## config.mk

```make
export PLATFORM = sky130hd
export DESIGN_NAME = frequency_decoder_flat
export DESIGN_NICKNAME = d
export VERILOG_FILES = /design/src/rtl/frequency_decoder_if.sv /design/src/rtl/frequency_decoder.sv /design/src/flat_wrapper.sv
export SDC_FILE = /design/constraint.sdc
export NUM_CORES = 1
export LEC_CHECK = 0
export CAP_MARGIN = 5
export CORE_MARGIN = 4
export CORE_UTILIZATION = 49
export CTS_BUF_LIST = sky130_fd_sc_hd__clkbuf_8
export CTS_CLUSTER_DIAMETER = 120
export DETAILED_ROUTE_END_ITERATION = 8
export GPL_TIMING_DRIVEN = 0
export HOLD_SLACK_MARGIN = 0.03
export PLACE_DENSITY_LB_ADDON = 0.08
export SLEW_MARGIN = 15
export SYNTH_ARGS = -nofsm -noshare
export SYNTH_HDL_FRONTEND = slang
export SYNTH_SLANG_ARGS = --single-unit
```

## constraint.sdc

```tcl
create_clock -name clk -period 2.6 [get_ports clk]
set_input_delay 0.39 -clock clk [delete_from_list [all_inputs] [get_ports clk]]
set_output_delay 0.39 -clock clk [all_outputs]
set_load 0.03 [all_outputs]
```

## src/rtl/frequency_decoder_if.sv

```systemverilog
// Signal bundle between the frequency-encoder side (master) and the decoder (slave).
// Handshake: data_valid is a one-cycle strobe with no back-pressure; data_output is new
// in the cycle data_valid is high and holds its last value otherwise.
interface frequency_decoder_if #(
    parameter int WIDTH = 8
);
    logic             pulse_input;
    logic             enable;
    logic [WIDTH-1:0] data_output;
    logic             data_valid;
    logic             locked;
    logic             miss_err;
    logic             multi_err;
    logic [1:0]       state_dbg;

    modport master (
        output pulse_input, enable,
        input  data_output, data_valid, locked, miss_err, multi_err, state_dbg
    );

    modport slave (
        input  pulse_input, enable,
        output data_output, data_valid, locked, miss_err, multi_err, state_dbg
    );
endinterface

```

## src/rtl/frequency_decoder.sv

```systemverilog
// Recovers the value carried by the pulse phase within each phase-counter frame and
// tracks lock after LOCK_COUNT consecutive matching single-pulse frames.
module frequency_decoder #(
    parameter int WIDTH      = 8,
    parameter int OFFSET     = 1,
    parameter int LOCK_COUNT = 2
) (
    input  logic               clk,
    input  logic               rst,
    frequency_decoder_if.slave bus
);
    typedef enum logic [1:0] {
        IDLE   = 2'd0,
        HUNT   = 2'd1,
        LOCKED = 2'd2
    } state_t;

    localparam logic [WIDTH-1:0] OFFSET_V = WIDTH'(OFFSET);
    localparam logic [WIDTH-1:0] ONE_V    = WIDTH'(1);
    localparam logic [3:0]       LOCK_V   = 4'(LOCK_COUNT);

    state_t           state_q, state_d;
    logic [WIDTH-1:0] cnt_q, cnt_d;
    logic             pulse_q, pulse_d;
    logic [1:0]       edge_cnt_q, edge_cnt_d;
    logic [WIDTH-1:0] cand_q, cand_d;
    logic [WIDTH-1:0] prev_cand_q, prev_cand_d;
    logic [3:0]       match_q, match_d;
    logic [WIDTH-1:0] data_q, data_d;
    logic             valid_q, valid_d;
    logic             locked_q, locked_d;
    logic             miss_q, miss_d;
    logic             multi_q, multi_d;

    logic             edge_det;
    logic             wrap;
    logic [WIDTH-1:0] cand_now;
    logic [1:0]       frame_edges;
    logic [WIDTH-1:0] frame_cand;
    logic [3:0]       match_inc;

    always_comb begin
        edge_det = bus.pulse_input & ~pulse_q;
        wrap     = bus.enable & (cnt_q == '1);
        cand_now = cnt_q - OFFSET_V;

        // Fold this cycle's edge in first so an edge on the wrap cycle closes the ending frame.
        frame_edges = edge_cnt_q;
        frame_cand  = cand_q;
        if (edge_det && (state_q != IDLE)) begin
            if (edge_cnt_q == 2'd0) frame_cand = cand_now;
            if (edge_cnt_q != 2'd2) frame_edges = edge_cnt_q + 2'd1;
        end

        match_inc = ((match_q != 4'd0) && (frame_cand == prev_cand_q)) ? match_q + 4'd1 : 4'd1;

        state_d     = state_q;
        cnt_d       = bus.enable ? cnt_q + ONE_V : cnt_q;
        pulse_d     = bus.pulse_input;
        edge_cnt_d  = frame_edges;
        cand_d      = frame_cand;
        prev_cand_d = prev_cand_q;
        match_d     = match_q;
        data_d      = data_q;
        valid_d     = 1'b0;
        miss_d      = 1'b0;
        multi_d     = 1'b0;

        if (wrap) begin
            edge_cnt_d = 2'd0;
            cand_d     = '0;
            case (state_q)
                IDLE: begin
                    state_d = HUNT;
                    match_d = 4'd0;
                end
                HUNT: begin
                    if (frame_edges == 2'd1) begin
                        match_d     = match_inc;
                        prev_cand_d = frame_cand;
                        if (match_inc >= LOCK_V) begin
                            state_d = LOCKED;
                            data_d  = frame_cand;
                            valid_d = 1'b1;
                        end
                    end else begin
                        match_d = 4'd0;
                        miss_d  = (frame_edges == 2'd0);
                        multi_d = frame_edges[1];
                    end
                end
                LOCKED: begin
                    if (frame_edges == 2'd1) begin
                        data_d  = frame_cand;
                        valid_d = 1'b1;
                    end else begin
                        state_d = HUNT;
                        match_d = 4'd0;
                        miss_d  = (frame_edges == 2'd0);
                        multi_d = frame_edges[1];
                    end
                end
                default: state_d = IDLE;
            endcase
        end

        locked_d = (state_d == LOCKED);
    end

    always_ff @(posedge clk) begin
        if (rst) begin
            state_q     <= IDLE;
            cnt_q       <= '0;
            pulse_q     <= 1'b0;
            edge_cnt_q  <= 2'd0;
            cand_q      <= '0;
            prev_cand_q <= '0;
            match_q     <= 4'd0;
            data_q      <= '0;
            valid_q     <= 1'b0;
            locked_q    <= 1'b0;
            miss_q      <= 1'b0;
            multi_q     <= 1'b0;
        end else begin
            state_q     <= state_d;
            cnt_q       <= cnt_d;
            pulse_q     <= pulse_d;
            edge_cnt_q  <= edge_cnt_d;
            cand_q      <= cand_d;
            prev_cand_q <= prev_cand_d;
            match_q     <= match_d;
            data_q      <= data_d;
            valid_q     <= valid_d;
            locked_q    <= locked_d;
            miss_q      <= miss_d;
            multi_q     <= multi_d;
        end
    end

    assign bus.data_output = data_q;
    assign bus.data_valid  = valid_q;
    assign bus.locked      = locked_q;
    assign bus.miss_err    = miss_q;
    assign bus.multi_err   = multi_q;
    assign bus.state_dbg   = state_q;
endmodule

```

## src/flat_wrapper.sv

```systemverilog
// flat-port wrapper written by rule: the top's interface ports become plain ports
module frequency_decoder_flat 
#(
    parameter int WIDTH      = 8,
    parameter int OFFSET     = 1,
    parameter int LOCK_COUNT = 2
)
  (clk, rst, bus_pulse_input, bus_enable, bus_data_output, bus_data_valid, bus_locked, bus_miss_err, bus_multi_err, bus_state_dbg);
  frequency_decoder_if #(.WIDTH(WIDTH)) bus_i ();
  input  logic clk;
  input  logic rst;
  input wire logic [$bits(bus_i.pulse_input)-1:0] bus_pulse_input;
  input wire logic [$bits(bus_i.enable)-1:0] bus_enable;
  output wire logic [$bits(bus_i.data_output)-1:0] bus_data_output;
  output wire logic [$bits(bus_i.data_valid)-1:0] bus_data_valid;
  output wire logic [$bits(bus_i.locked)-1:0] bus_locked;
  output wire logic [$bits(bus_i.miss_err)-1:0] bus_miss_err;
  output wire logic [$bits(bus_i.multi_err)-1:0] bus_multi_err;
  output wire logic [$bits(bus_i.state_dbg)-1:0] bus_state_dbg;
  assign bus_i.pulse_input = bus_pulse_input;
  assign bus_i.enable = bus_enable;
  assign bus_data_output = bus_i.data_output;
  assign bus_data_valid = bus_i.data_valid;
  assign bus_locked = bus_i.locked;
  assign bus_miss_err = bus_i.miss_err;
  assign bus_multi_err = bus_i.multi_err;
  assign bus_state_dbg = bus_i.state_dbg;
  frequency_decoder #(.WIDTH(WIDTH), .OFFSET(OFFSET), .LOCK_COUNT(LOCK_COUNT)) u_core (.clk(clk), .rst(rst), .bus(bus_i));
endmodule
```

Word-level counts from Yosys, hierarchy flattened:

Cells that the tools add are included.

* output and inout port bits: 14
* logic and storage cells: 70
* flip-flop bits (word level): 45
* bits of input ports: 4

* $add $sub $neg: 4
* $lt $le $gt $ge: 1
* multiplexer cells: 21
* equality and inequality tests: 11
* reductions and logical operators: 16
* bitwise logic cells: 5

Operators with widths (count)
* $mux W8: 5
* $pmux W8 S2: 1
* $mux W2: 6
* $mux W4: 3
* $pmux W4 S3: 1
* $add A8 B1 Y8 const B: 1
* $eq A8 B8 Y1: 1
* $eq A8 B8 Y1 const B: 1
* $sub A8 B1 Y8 const B: 1
* $logic_not A2 Y1: 3
* $ne A2 B1 Y1 const B: 3
* $pmux W2 S3: 1
* $reduce_and A3 Y1: 2
* $reduce_or A2 Y1: 3
* $reduce_and A5 Y1: 1
* $add A4 B1 Y4 const B: 1
* $eq A2 B1 Y1 const B: 2
* $eq A2 B2 Y1 const B: 2
* $ge A4 B2 Y1 const B: 1
* $ne A2 B2 Y1 const B: 2
* $reduce_bool A2 Y1: 2
* $reduce_bool A4 Y1: 1
* $reduce_or A4 Y1: 1
* $mux W1: 3
* 6 further kinds: 10

Depth between registers and ports, before layout:

* depth after elaboration: 13
* depth in mapped cells: 12
* gate-level depth less buffers: 9

Worst setup path after synthesis:

OpenSTA, ideal clock, no wires.

* path type: reg2reg
* start point: register u_core.state_q[0], in the netlist u_core.bus.state_dbg[0]
* end point: register u_core.match_q[1]
* stages on the path, launching flop included: 12
* setup time: 71 ps
* clock period less this slack: 2960 ps
* required time: 2529 ps
* arrival time: 2889 ps
* slack: -360 ps
* buffers on the path: 2
* path through: dfxtp_1 > inv_1 > ha_1 > and4bb_1 > buf_6 > buf_6 > a31oi_1 > a311oi_1 > nand4_1 > or3_4 > or4_1 > a21oi_1

* longest elaborated chain between the ends: 8
* elaborated cells on any way between the ends: 16
* classes of those cells: 5 x eq/ne; 5 x mux; 6 x reduce/logical

Ends and longest elaborated chain
* start, declared: line frequency_decoder.sv:22 `state_t state_q, state_d;`
* start signal, assigned: line frequency_decoder.sv:125 `state_q <= state_d;`
* $reduce_bool A2 Y1: line frequency_decoder.sv:50 `if (edge_det && (state_q != IDLE)) begin`
* $logic_and A1 B1 Y1: line frequency_decoder.sv:50
* $mux W8: line frequency_decoder.sv:50
* $eq A8 B8 Y1: line frequency_decoder.sv:55 `match_inc = ((match_q != 4'd0) && (frame_cand == prev_cand_q)) ? match_q + 4'd1 : 4'd1;`
* $logic_and A1 B1 Y1: line frequency_decoder.sv:55
* $mux W4: line frequency_decoder.sv:55
* $mux W4: line frequency_decoder.sv:78 `if (frame_edges == 2'd1) begin`
* $pmux W4 S3: line frequency_decoder.sv:72 `case (state_q)`
* end signal, assigned: line frequency_decoder.sv:131 `match_q <= match_d;`
* end, declared: line frequency_decoder.sv:28 `logic [3:0] match_q, match_d;`

Parallel ways exist; a longest one is shown, timed or not.
A chain may end at the register's enable or synchronous reset.

Worst setup path after layout:

Ends and elaborated chain as after synthesis.

==> impl_metrics.toml <==
[die]
fp.dieH_um = 82.4
initial_utilization_pct = 51.8
die_w_um = 82.4
ios = 18
core_area_um2 = 5240
num_rows = 26
dieArea_um2 = 6800

[sta]
setup_slack_ns = -0.102
worst_slew_pin_slew_ns = 0.786
hold_viol = 0
setup_viol = 3
finalMaxSlewViolations = 0
grt_setup_unrepaired = "yes"
slew_headroom_pct = 47.6
tns_ns = -0.215
clock_skew_ns = 0.00469
fmax_mhz = 370
fin_crit_sh_pct = 104
period_needed_ns = 2.70

[run_status]
violations = "setup timing"
outcome = "finished with violations"

[route]
wl_per_cell_um = 15.9
ant_nets = 0
drc = 0
dr.pass1.iters = 4
avgViaCountPerCell = 5.75
drt_iter0_drc = 162
routed_wl_mm = 7.41
vias = 2680

[placement]
numPlacedInstances = 430
gp_congestion = 0.806
io_buffers = 16
dp_hpwl_mm = 4.90

[synthesis]
ys_seq_area_share_pct = 33.2
synth_area_leaders = "dfxtp_1, nor2_1, ha_1"
synth_nets = 358
synth_most_common_cell = "nor2_1"
synth_top_area_cell = "dfxtp_1"
yosysWarnings = 0
synth_cell_types = 47
synth_common_cells = "nor2_1, dfxtp_1, a21oi_1, nor3_1, nand2_1"
postSynthRegisterBits = 45
ys.flop_type = "dfxtp_1"
syn_avg_cell_area_um2 = 7.89
async_flop_share_pct = 0
synth_area_um2 = 2720
netlist.area_leader.share_pct = 33.2
synth_edf_count = 0
synth_cells = 344

[clocking]
numCtsBuffers = 5
cts_buffer_depth = 2
htreeDepth = 2
numClockSinks = 45
cts_root_buffer = "clkbuf_8"
cts_hold_buf = 0
cts.clk_slew.worst_paths_ns = 0.09
cts_tree = "yes"
insertion_delay_ns = 0.29

[grt]
grt_pass1_wl_mm = 12.2
antenna_found_initial = 0
grt_overflow = 0
grt_max_degree = 14
grt_pass1_vias = 2551
grt.total_usage_pct = 23.3

[setup_path]
arrival_ns = 2.93
r2r_slack_ns = -0.10
cp_slowest_cell = "or4_4"
worstPathRequired_ns = 2.83
cp_cell_sequence = "inv_4 -> ha_4 -> and4bb_1 -> buf_6 -> mux2i_4 -> xor2_1 -> nand4_1 -> or3_4 -> or4_4 -> a21oi_2"
max_stage_delay_ns = 0.52
path_class = "flip-flop to flip-flop"
worst_setup_path_start_kind = "flip-flop"
end_kind = "flip-flop"
crit_fanout = 6

[finish]
nFillCells = 442
nets = 410
diodes = 0
fin_cells = 466
drive_above_1_share_pct = 21.2
area_growth_syn_to_layout_pct = 30.5

[min_path]
hold_class = "flip-flop to flip-flop"

[power]
vdd_drop_max_mv = 0.301
p_leak_nw = 1.30
p_per_area_nw_per_um2 = 377

[run]
cap_viol_max_count = 0
## cells by family (layout without fill, tap and decap cells)
| group | after synthesis | in the layout | synth area share (%) |
|---|---|---|---|
| fa+ha+maj | 10 | 10 | 4.61 |
| xor+xnor | 22 | 22 | 7.10 |
| flops | 45 | 45 | 33.2 |
| buf+inv | 35 | 87 | 5.76 |
| simple gates | 165 | 165 | 32.4 |
| mux | 6 | 6 | 2.67 |
| compound gates | 61 | 61 | 14.2 |
## worst paths after layout
| check | cells after the start | startpoint | endpoint |
|---|---|---|---|
| worst max register to register | 10 | u_core.bus.state_dbg[0] | u_core.match_q[1] |
| worst max-delay path | 10 | u_core.bus.state_dbg[0] | u_core.match_q[1] |
| worst min register to register | 2 | u_core.prev_cand_q[2] | u_core.prev_cand_q[2] |
| worst min-delay path | 2 | u_core.prev_cand_q[2] | u_core.prev_cand_q[2] |
## where the power goes
group / total (mW) / switching, mW / internal (mW)
Sequential: 0.699 / 0.00798 / 0.691
Clock: 0.522 / 0.242 / 0.280
Combinational: 0.113 / 0.0630 / 0.0501
Total: 1.33 / 0.313 / 1.02
## registers in the layout, indices dropped and copies added (netlist names)
register / flops
u_core.cnt_q: 8
u_core.bus.state_dbg: 2
u_core.cand_q: 8
u_core.match_q: 4
u_core.bus.data_valid: 1
u_core.bus.miss_err: 1
u_core.prev_cand_q: 8
u_core.bus.locked: 1
u_core.bus.multi_err: 1
u_core.bus.data_output: 8
u_core.pulse_q: 1
u_core.edge_cnt_q: 2
## layout make-up
class / instances / area (um2) / area share, %
clock buffers: 5 / 68.8 / 1.94
flip-flops and latches: 45 / 916 / 25.9
inverters: 12 / 50.0 / 1.41
clock inverters: 2 / 35.0 / 0.989
plain buffers: 23 / 131 / 3.71
multi-input cells: 264 / 1880 / 53.0
well taps: 70 / 87.6 / 2.47
repair buffers: 45 / 377 / 10.6
## timing repair
item,4_1_cts,5_1_grt
setup buffers,10,19
pin swaps,9,16
setup endpoints to repair,24,24
resized for setup,27,22
## metal layers
layer,vias up,track usage (%),share of wire (%)
li1,1325,-,-
met1,1272,31.2,46
met2,70,38.1,47
met3,13,3.47,4.8
met4,0,8.14,2.2
met5,-,0,0
## critical path, delay by kind of cell (launching register included)
| kind | cells | cell delay [ns] |
|---|---|---|
| AOI/OAI and AO/OA | 1 | 0.13 |
| xor gates and xnor gates | 1 | 0.18 |
| adders and majority gates | 1 | 0.16 |
| buffers and inverters | 2 | 0.20 |
| DFF | 1 | 0.37 |
| muxes | 1 | 0.26 |
| and+or+nand+nor | 4 | 1.33 |
## layout by cell type (no fill, tap or decap), drive strengths merged, types with 10 or more instances in the layout
master / netlist / routed
nand4: 12 / 12
nand2: 18 / 18
dfxtp: 45 / 45
nor3b: 12 / 12
clkbuf: 11 / 16
nor3: 21 / 21
a21oi: 23 / 23
o31ai: 11 / 11
nor2: 52 / 52
inv: 11 / 11
nand3: 15 / 15
xor2: 14 / 14
buf: 12 / 41
clkdlybuf4s50: 0 / 15
ha: 10 / 10
## per-stage QoR
stage          power [mW]  util [%]  hold WS (ns)  setup slack [ns]  cell area (um2)
6_report             1.33      67.6         0.514            -0.102             3540
5_1_grt              1.39      67.6         0.527            -0.189             3540
4_1_cts              1.33      62.8         0.511            -0.129             3290
3_5_place_dp        0.809      57.1         0.488            -0.791             2990
3_3_place_gp        0.807      57.1         0.478            -0.760             2990
2_1_floorplan       0.785         -         0.462           0.00539             2740
No activity file was read; power rests on OpenSTA's default activity.
